File: src/rtl/apu_dac_serializer_if.sv
// Mix-bus input and DAC pin bundle for apu_dac_serializer.
// The slave modport is the serializer's view; the master modport is the APU/board view.
interface apu_dac_serializer_if #(
    parameter int SAMPLE_W = 16
);
    logic [SAMPLE_W-1:0] sample_i;
    logic                mute_i;
    logic                sysck_o;
    logic                bck_o;
    logic                lrclk_o;
    logic                data_o;
    logic                mute_o;
    logic                fmt_o;
    logic                emp_o;
    logic                frame_o;

    modport slave (
        input  sample_i, mute_i,
        output sysck_o, bck_o, lrclk_o, data_o, mute_o, fmt_o, emp_o, frame_o
    );

    modport master (
        output sample_i, mute_i,
        input  sysck_o, bck_o, lrclk_o, data_o, mute_o, fmt_o, emp_o, frame_o
    );
endinterface

File: src/rtl/apu_dac_serializer.sv
// Box-filter decimator (x128) and left-justified serializer for the external audio DAC.
// Optional feature macro APU_DAC_DITHER_EN adds LFSR dither ahead of the word truncation.
module apu_dac_serializer #(
    parameter int SAMPLE_W   = 16,
    parameter int DECIM_LOG2 = 7
) (
    input  logic                 clk_i,
    input  logic                 reset_i,
    apu_dac_serializer_if.slave  bus
);
    localparam int DIV_W = DECIM_LOG2 + 1;
    localparam int ACC_W = SAMPLE_W + DECIM_LOG2;

    logic [DIV_W-1:0]    div_q,   div_d;
    logic [ACC_W-1:0]    acc_q,   acc_d;
    logic [SAMPLE_W-1:0] shift_q, shift_d;
    logic                mute_q,  mute_d;
    logic                frame_q, frame_d;

    logic                load_s;
    logic                bck_fall_s;
    logic [ACC_W-1:0]    sum_s;
    logic [ACC_W-1:0]    round_s;
    logic [SAMPLE_W-1:0] word_s;

`ifdef APU_DAC_DITHER_EN
    logic [15:0] lfsr_q, lfsr_d;

    // Fibonacci LFSR step, taps 16,14,13,11
    function automatic logic [15:0] lfsr_next(input logic [15:0] s);
        return {s[14:0], s[15] ^ s[13] ^ s[12] ^ s[10]};
    endfunction
`endif

    // Slot timing decode and the decimated word for this edge
    always_comb begin
        load_s     = (div_q[DECIM_LOG2-1:0] == {DECIM_LOG2{1'b1}});
        bck_fall_s = (div_q[1:0] == 2'b11);
        sum_s      = acc_q + {{DECIM_LOG2{1'b0}}, bus.sample_i};
`ifdef APU_DAC_DITHER_EN
        round_s    = sum_s + {{(ACC_W-DECIM_LOG2){1'b0}}, lfsr_q[DECIM_LOG2-1:0]};
`else
        round_s    = sum_s;
`endif
        // mute uses the value registered before the load edge
        if (mute_q) begin
            word_s = {SAMPLE_W{1'b0}};
        end else begin
            word_s = round_s[ACC_W-1:DECIM_LOG2];
        end
    end

    // Next-state for divider, accumulator, shifter and strobes
    always_comb begin
        div_d  = div_q + {{(DIV_W-1){1'b0}}, 1'b1};
        mute_d = bus.mute_i;
        if (load_s) begin
            acc_d   = {ACC_W{1'b0}};
            shift_d = word_s;
            frame_d = 1'b1;
        end else begin
            acc_d   = sum_s;
            frame_d = 1'b0;
            if (bck_fall_s) begin
                shift_d = {shift_q[SAMPLE_W-2:0], 1'b0};
            end else begin
                shift_d = shift_q;
            end
        end
    end

`ifdef APU_DAC_DITHER_EN
    // Dither sequence advances once per loaded word
    always_comb begin
        if (load_s) begin
            lfsr_d = lfsr_next(lfsr_q);
        end else begin
            lfsr_d = lfsr_q;
        end
    end

    // Dither state register
    always_ff @(posedge clk_i) begin
        if (reset_i) begin
            lfsr_q <= 16'hACE1;
        end else begin
            lfsr_q <= lfsr_d;
        end
    end
`endif

    // State registers; reset discards any partial accumulation
    always_ff @(posedge clk_i) begin
        if (reset_i) begin
            div_q   <= {DIV_W{1'b0}};
            acc_q   <= {ACC_W{1'b0}};
            shift_q <= {SAMPLE_W{1'b0}};
            mute_q  <= 1'b1;
            frame_q <= 1'b0;
        end else begin
            div_q   <= div_d;
            acc_q   <= acc_d;
            shift_q <= shift_d;
            mute_q  <= mute_d;
            frame_q <= frame_d;
        end
    end

    assign bus.sysck_o = div_q[0];
    assign bus.bck_o   = div_q[1];
    assign bus.lrclk_o = div_q[DIV_W-1];
    assign bus.data_o  = shift_q[SAMPLE_W-1];
    assign bus.mute_o  = mute_q;
    assign bus.frame_o = frame_q;
    assign bus.fmt_o   = 1'b1;
    assign bus.emp_o   = 1'b1;
endmodule

File: src/flat_wrapper.sv
// flat-port wrapper written by rule: the top's interface ports become plain ports
module apu_dac_serializer_flat 
#(
    parameter int SAMPLE_W   = 16,
    parameter int DECIM_LOG2 = 7
)
  (clk_i, reset_i, bus_sample_i, bus_mute_i, bus_sysck_o, bus_bck_o, bus_lrclk_o, bus_data_o, bus_mute_o, bus_fmt_o, bus_emp_o, bus_frame_o);
  apu_dac_serializer_if #(.SAMPLE_W(SAMPLE_W)) bus_i ();
  input  logic clk_i;
  input  logic reset_i;
  input wire logic [$bits(bus_i.sample_i)-1:0] bus_sample_i;
  input wire logic [$bits(bus_i.mute_i)-1:0] bus_mute_i;
  output wire logic [$bits(bus_i.sysck_o)-1:0] bus_sysck_o;
  output wire logic [$bits(bus_i.bck_o)-1:0] bus_bck_o;
  output wire logic [$bits(bus_i.lrclk_o)-1:0] bus_lrclk_o;
  output wire logic [$bits(bus_i.data_o)-1:0] bus_data_o;
  output wire logic [$bits(bus_i.mute_o)-1:0] bus_mute_o;
  output wire logic [$bits(bus_i.fmt_o)-1:0] bus_fmt_o;
  output wire logic [$bits(bus_i.emp_o)-1:0] bus_emp_o;
  output wire logic [$bits(bus_i.frame_o)-1:0] bus_frame_o;
  assign bus_i.sample_i = bus_sample_i;
  assign bus_i.mute_i = bus_mute_i;
  assign bus_sysck_o = bus_i.sysck_o;
  assign bus_bck_o = bus_i.bck_o;
  assign bus_lrclk_o = bus_i.lrclk_o;
  assign bus_data_o = bus_i.data_o;
  assign bus_mute_o = bus_i.mute_o;
  assign bus_fmt_o = bus_i.fmt_o;
  assign bus_emp_o = bus_i.emp_o;
  assign bus_frame_o = bus_i.frame_o;
  apu_dac_serializer #(.SAMPLE_W(SAMPLE_W), .DECIM_LOG2(DECIM_LOG2)) u_core (.clk_i(clk_i), .reset_i(reset_i), .bus(bus_i));
endmodule
File: config.mk
export PLATFORM = sky130hd
export DESIGN_NAME = apu_dac_serializer_flat
export DESIGN_NICKNAME = d
export VERILOG_FILES = /design/src/rtl/apu_dac_serializer_if.sv /design/src/rtl/apu_dac_serializer.sv /design/src/flat_wrapper.sv
export SDC_FILE = /design/constraint.sdc
export NUM_CORES = 1
export LEC_CHECK = 0
export BUFFER_PORTS_ARGS = -buffer_cell sky130_fd_sc_hd__clkbuf_2
export CELL_PAD_IN_SITES_DETAIL_PLACEMENT = 0
export CELL_PAD_IN_SITES_GLOBAL_PLACEMENT = 2
export CORE_UTILIZATION = 38
export DETAILED_ROUTE_END_ITERATION = 7
export HOLD_SLACK_MARGIN = 0.05
export PLACE_DENSITY = 0.95
export SLEW_MARGIN = 10
export SYNTH_ARGS = -nofsm -noshare
export SYNTH_HDL_FRONTEND = slang
export SYNTH_SLANG_ARGS = --single-unit
File: constraint.sdc
create_clock -name clk_i -period 8.4 [get_ports clk_i]
set_clock_uncertainty 0.05 [all_clocks]
set_input_delay 1.68 -clock clk_i [delete_from_list [all_inputs] [get_ports clk_i]]
set_output_delay 1.68 -clock clk_i [all_outputs]
set_load 0.05 [all_outputs]
==> results.sh, run 1 <==
export IMPL_status="completed"
export IMPL_hold_end="u_core.div_q[0]"
export IMPL_tightest_slew_ps=680
export IMPL_synth_area_per_cell_um2=8.03
export IMPL_wire_per_inst_um=13.9
export IMPL_power_clock_fraction_pct=25.6
export IMPL_io_pins=27
export IMPL_min_period_ps=3840
export IMPL_diodes=0
export IMPL_port_buffers=24
export IMPL_cts_root_buf="clkbuf_8"
export IMPL_finalPower_w=0.000794
export IMPL_layout_common_cells="49 x dfxtp_1, 36 x nor2_1, 35 x nand2_1"
export IMPL_critical_path_arrival_ps=4000
export IMPL_clock_latency_ps=300
export IMPL_cts_resized=0
export IMPL_dp_hpwl_mm=4.63
export IMPL_ant_nets=0
export IMPL_die_h_um=88.2
export IMPL_vias=2539
export IMPL_nets=403
export IMPL_endpoint_kind="flop"
export IMPL_start_kind="primary input"
export IMPL_p_switching_w=0.000288
export IMPL_syn_inst=351
export IMPL_hold_viol=0
export IMPL_cp_num_buf_inv=2
export IMPL_cts_buffers=5
export IMPL_num_fill_cells=758
export IMPL_critPathRequiredTime_ps=8560
export IMPL_fmax_ghz=0.260
export IMPL_synth_cell_type_count=59
export IMPL_die_w_um=88.2
export IMPL_cpPeakStageDelay_ps=480
export IMPL_crit_path_max_fanout=8
export IMPL_seq_power_share_pct=36.1
export IMPL_preCtsSetupSlack_ps=4250
export IMPL_rsz0062_at_grt="false"
export IMPL_via_per_inst=5.45
export IMPL_layout_setup_ws_ps=4560
export IMPL_synth_edf_count=0
export IMPL_r2r_start="u_core.acc_q[0]"
export IMPL_synthFlopType="dfxtp_1"
export IMPL_grt_overflow_total=0
export IMPL_drtIter0Drc=122
export IMPL_track_usage_pct=17.9
export IMPL_clk_pin_slew_ps=90
export IMPL_seqCellArea_um2=981
export IMPL_synth_warning_count=0
export IMPL_min_from="u_core.div_q[0]"
export IMPL_critPathTopFamily="compound AO/OA/AOI/OAI gates"
export IMPL_p_sw_share_pct=36.2
export IMPL_slew_headroom_pct=54.2
export IMPL_p_per_area_nw_per_um2=254
export IMPL_cts_setup_buffers=0
export IMPL_cts_hold_buf=0
export IMPL_ff2ff_path_depth=10
export IMPL_path_depth=11
export IMPL_ff2ff_setup_slack_ps=5710
export IMPL_drive_above_1_share_pct=13.1
export IMPL_dp_cells=458
export IMPL_final_util_pct=43.4
export IMPL_hold_class="reg2reg"
export IMPL_multi_input_area_um2=1710
export IMPL_syn_area_um2=2820
export IMPL_grt_pass1_vias=2297
export IMPL_slowest_stage="or4_1"
export IMPL_clock_sinks=49
export IMPL_clock_path_buffers=2
export IMPL_peakVddDrop_uv=88.5
export IMPL_drv_slew=0
export IMPL_crit_top_cell="a21oi_2"
export IMPL_core_area_um2=7210
export IMPL_ys_ff_latch=49
export IMPL_area_delta_synth_final_pct=10.9
export IMPL_start_util_pct=39.1
export IMPL_wl_mm=6.48
export IMPL_drv_cap=0
export IMPL_comb_power_share_pct=38.3
export IMPL_setup_viol=0
export IMPL_setup_worst_path_class="in2reg"
export IMPL_place_congestion=0.785
export IMPL_min_path_cells=1
export IMPL_cts_tree="done"
export IMPL_grt_max_degree=35
export IMPL_drcViolationCount=0
export IMPL_dieArea_um2=7770
export IMPL_antenna_found_initial=0
export IMPL_grt_pass1_wl_mm=10.9
export IMPL_crit_chain="clkbuf_2, ha_1, inv_1, fa_1, and2b_1, o31a_2, a21oi_2, a21oi_2, o21ai_4, or4_1, a311oi_1"
export IMPL_drtPass1Iterations=4
export IMPL_async_flop_share_pct=0
export IMPL_fin_tns_setup_ps=0
export IMPL_stdcell_count=466
export IMPL_num_rows=31
export IMPL_cts_max_level=2
export IMPL_worstReg2RegEnd="u_core.shift_q[15]"
export IMPL_power_internal_w=0.000506
export IMPL_p_leak_nw=1.21
export IMPL_final_common_cell="dfxtp_1"
export IMPL_period_share_pct=45.8
export IMPL_seq_area_frac_synth_pct=34.8
-- worst max path at each step --
stage	from	to	slack, ps
detailed placement	bus_sample_i[0]	u_core.shift_q[15]	4250
finish	bus_sample_i[0]	u_core.shift_q[15]	4560
floorplan	bus_sample_i[0]	u_core.shift_q[15]	4580
CTS	bus_sample_i[0]	u_core.shift_q[15]	4550
global route	bus_sample_i[0]	u_core.shift_q[15]	4420
global placement	bus_sample_i[0]	u_core.shift_q[15]	4360
-- flip-flops by register name (all words and copies together), names as in the netlist --
signal,flops
u_core.bus.mute_o,1
u_core.bus.frame_o,1
u_core.div_q,8
u_core.shift_q,16
u_core.acc_q,23
-- cell usage after synthesis, types with 2 or more instances --
master	instances	area, µm²
nand4_1	6	37.5
a311oi_1	2	17.5
and3_1	6	37.5
o22ai_1	2	12.5
dfxtp_1	49	981
buf_2	2	10.0
nor2_1	36	135
xnor2_1	4	35.0
a31oi_1	2	12.5
and2_1	2	12.5
a21o_1	3	22.5
a21oi_1	25	125
a32oi_1	3	26.3
mux2i_1	2	20.0
a211oi_1	8	60.1
a21oi_2	2	17.5
nand2_1	35	131
o21bai_1	2	15.0
nor3b_1	3	22.5
or4_1	3	22.5
clkbuf_1	12	45.0
nand3_1	17	85.1
xor2_1	6	52.6
ha_1	17	213
nor3_1	9	45.0
nor2b_1	2	12.5
nor4_1	2	12.5
o21ai_0	28	140
or2_2	3	18.8
buf_4	4	30.0
or3_1	9	56.3
o211a_1	2	20.0
o21a_1	5	37.5
inv_1	10	37.5
o211ai_1	4	30.0
-- layout make-up --
type / instances / share of cell area (%)
Multi-Input combinational cell: 273 / 54.8
Timing Repair Buffer: 26 / 4.32
Inverter: 11 / 1.32
Clock inverter: 3 / 2.08
Sequential cell: 49 / 31.4
Clock buffer: 5 / 2.20
Tap cell: 99 / 3.96
-- per-layer routing --
| layer | vias to the layer above | wire [µm] | track usage [%] |
|---|---|---|---|
| met4 | 0 | 101 | 5.43 |
| met5 | - | 0 | 0 |
| li1 | 1300 | - | - |
| met1 | 1164 | 3250 | 24.5 |
| met2 | 64 | 2920 | 28.8 |
| met3 | 11 | 208 | 3.11 |
-- metrics by stage --
stage / hold WS (ps) / cell area (µm²)
floorplan: 396 / 2820
global placement: 389 / 2990
detailed placement: 402 / 2990
CTS: 437 / 3130
global route: 455 / 3130
finish: 439 / 3130
-- power by group through the flow --
stage	logic [W]	registers, W	clock network [W]
floorplan	0.000248	0.000288	0
global placement	0.000305	0.000290	0
detailed placement	0.000303	0.000292	0
CTS	0.000305	0.000287	0.000207
global route	0.000341	0.000290	0.000214
finish	0.000304	0.000287	0.000204
-- cells by family after synthesis --
logic type / share of synthesized area [%]
fa+ha+maj: 8.25
simple gates: 23.4
xor+xnor: 3.11
other cells: 0.133
compound gates: 24.6
flops: 34.8
buf+inv: 4.61
mux: 1.11
(Power assumes the default switching activity.)
==> run 2: changes to the inputs <==
CORE_UTILIZATION = 35   (was 38)
PLACE_DENSITY = 0.89   (was 0.95)
clock period = 3.95 ns   (was 8.4 ns; I/O delays follow)
==> run 2 against run 1 <==
Critical path depth unchanged. Sequential cell count unchanged. Largest cell class unchanged. Total power up 120%.
==> results.sh, run 2 (synthesis gave the netlist of run 1 again) <==
export IMPL_clock_latency_ps=320
export IMPL_cts_resized=0
export IMPL_cts_hold_buf=0
export IMPL_grt_pass1_vias=2394
export IMPL_io_pins=27
export IMPL_power_internal_w=0.00108
export IMPL_dieArea_um2=8420
export IMPL_p_per_area_nw_per_um2=543
export IMPL_cts_root_buf="clkbuf_8"
export IMPL_drv_slew=0
export IMPL_p_leak_nw=1.22
export IMPL_ant_nets=0
export IMPL_stdcell_count=470
export IMPL_setup_viol=0
export IMPL_rsz0062_at_grt="false"
export IMPL_min_period_ps=2940
export IMPL_die_h_um=91.8
export IMPL_nets=404
export IMPL_drtIter0Drc=100
export IMPL_hold_viol=0
export IMPL_start_util_pct=36.3
export IMPL_use_met2_pct=27.4
export IMPL_tightest_slew_ps=720
export IMPL_final_common_cell="dfxtp_1"
export IMPL_dp_cells=462
export IMPL_grt_util_met1_pct=23.0
export IMPL_grt_overflow_total=0
export IMPL_peakVddDrop_uv=150
export IMPL_critPathRequiredTime_ps=4120
export IMPL_clock_sinks=49
export IMPL_crit_path_max_fanout=8
export IMPL_cts_max_level=2
export IMPL_fin_tns_setup_ps=0
export IMPL_critical_path_arrival_ps=3110
export IMPL_num_rows=32
export IMPL_track_usage_pct=16.9
export IMPL_vias=2500
export IMPL_clk_pin_slew_ps=100
export IMPL_cts_tree="done"
export IMPL_p_sw_share_pct=36.7
export IMPL_via_per_inst=5.32
export IMPL_grt_busiest_layer="met2"
export IMPL_slew_headroom_pct=51.9
export IMPL_place_congestion=0.743
export IMPL_dp_hpwl_mm=4.76
export IMPL_drcViolationCount=0
export IMPL_clock_path_buffers=2
export IMPL_grt_pass1_wl_mm=11.5
export IMPL_cts_setup_buffers=0
export IMPL_seq_power_share_pct=35.6
export IMPL_wl_mm=6.61
export IMPL_diodes=0
export IMPL_die_w_um=91.8
export IMPL_core_area_um2=7770
export IMPL_comb_power_share_pct=38.1
export IMPL_endpoint_kind="flop"
export IMPL_drv_cap=0
export IMPL_wire_per_inst_um=14.1
export IMPL_layout_common_cells="49 x dfxtp_1, 36 x nor2_1, 35 x nand2_1"
export IMPL_antenna_found_initial=0
export IMPL_grt_max_degree=35
export IMPL_largest_reg_flops=23
export IMPL_drtPass1Iterations=4
export IMPL_cts_buffers=5
export IMPL_p_switching_w=0.000627
export IMPL_setup_worst_path_class="in2reg"
export IMPL_top_register="u_core.acc_q"
export IMPL_period_share_pct=74.3
export IMPL_area_delta_synth_final_pct=11.4
export IMPL_hold_class="reg2reg"
export IMPL_use_met3_pct=2.99
export IMPL_fmax_ghz=0.341
export IMPL_top_regs="u_core.acc_q x23, u_core.shift_q x16, u_core.div_q x8"
export IMPL_port_buffers=24
export IMPL_drive_above_1_share_pct=13.3
export IMPL_start_kind="primary input"
export IMPL_status="completed"
export IMPL_power_clock_fraction_pct=26.3
run 2: cell types whose count changed in the layout (fill, tap and decap cells not counted), sizes merged:
cell | previous run | this run
inv | 10 | 11
buf | 2 | 3
clkinv | 2 | 1
run 2: worst max-delay path, stage by stage:
cell and delay [ps]:
clkbuf_2 80, ha_1 190, inv_1 60, fa_1 360, and2b_1 230, o31a_2 170
a21oi_2 110, a21oi_2 240, o21ai_4 130, or4_1 500, a311oi_1 240
run 2: area by class of cell:
class                   count  area, µm²
clock buffers               5       68.8
clock inverters             3       68.8
fillers                   837       4620
inverters                  11       41.3
multi-input cells         273       1710
flip-flops and latches     49        981
well taps                 102        128
repair buffers             27        143
run 2: power by group through the flow:
| stage | logic [W] | registers (W) | clock network, W |
|---|---|---|---|
| after floorplan | 0.000527 | 0.000612 | 0 |
| after global routing | 0.000743 | 0.000618 | 0.000468 |
| final | 0.000650 | 0.000608 | 0.000450 |
| after detailed placement | 0.000650 | 0.000620 | 0 |
| after CTS | 0.000653 | 0.000609 | 0.000454 |
| after global placement | 0.000653 | 0.000617 | 0 |
run 2: path summary, 6_finish.rpt:
check | end | cells past startpoint | startpoint | slack [ps]
worst min register to register | u_core.div_q[0] | 1 | u_core.div_q[0] | 430
worst max register to register | u_core.shift_q[15] | 10 | u_core.acc_q[0] | 1240
worst max-delay path | u_core.shift_q[15] | 11 | bus_sample_i[0] | 1010
worst min-delay path | u_core.div_q[0] | 1 | u_core.div_q[0] | 430
run 2: metrics by stage:
step	util (%)	instance area (µm²)	total power, W	hold WS, ps	setup WS, ps
6_report	40.5	3140	0.00171	427	1010
3_5_place_dp	38.7	3010	0.00127	407	728
3_3_place_gp	38.7	3010	0.00127	388	796
5_1_grt	40.5	3140	0.00183	455	839
2_1_floorplan	-	2820	0.00114	396	1020
4_1_cts	40.5	3140	0.00172	433	1030
run 2: routing by layer:
layer | vias up | share of wire [%]
li1 | 1305 | -
met5 | - | 0
met4 | 0 | 1.4
met1 | 1140 | 51
met2 | 46 | 44
met3 | 9 | 3.5
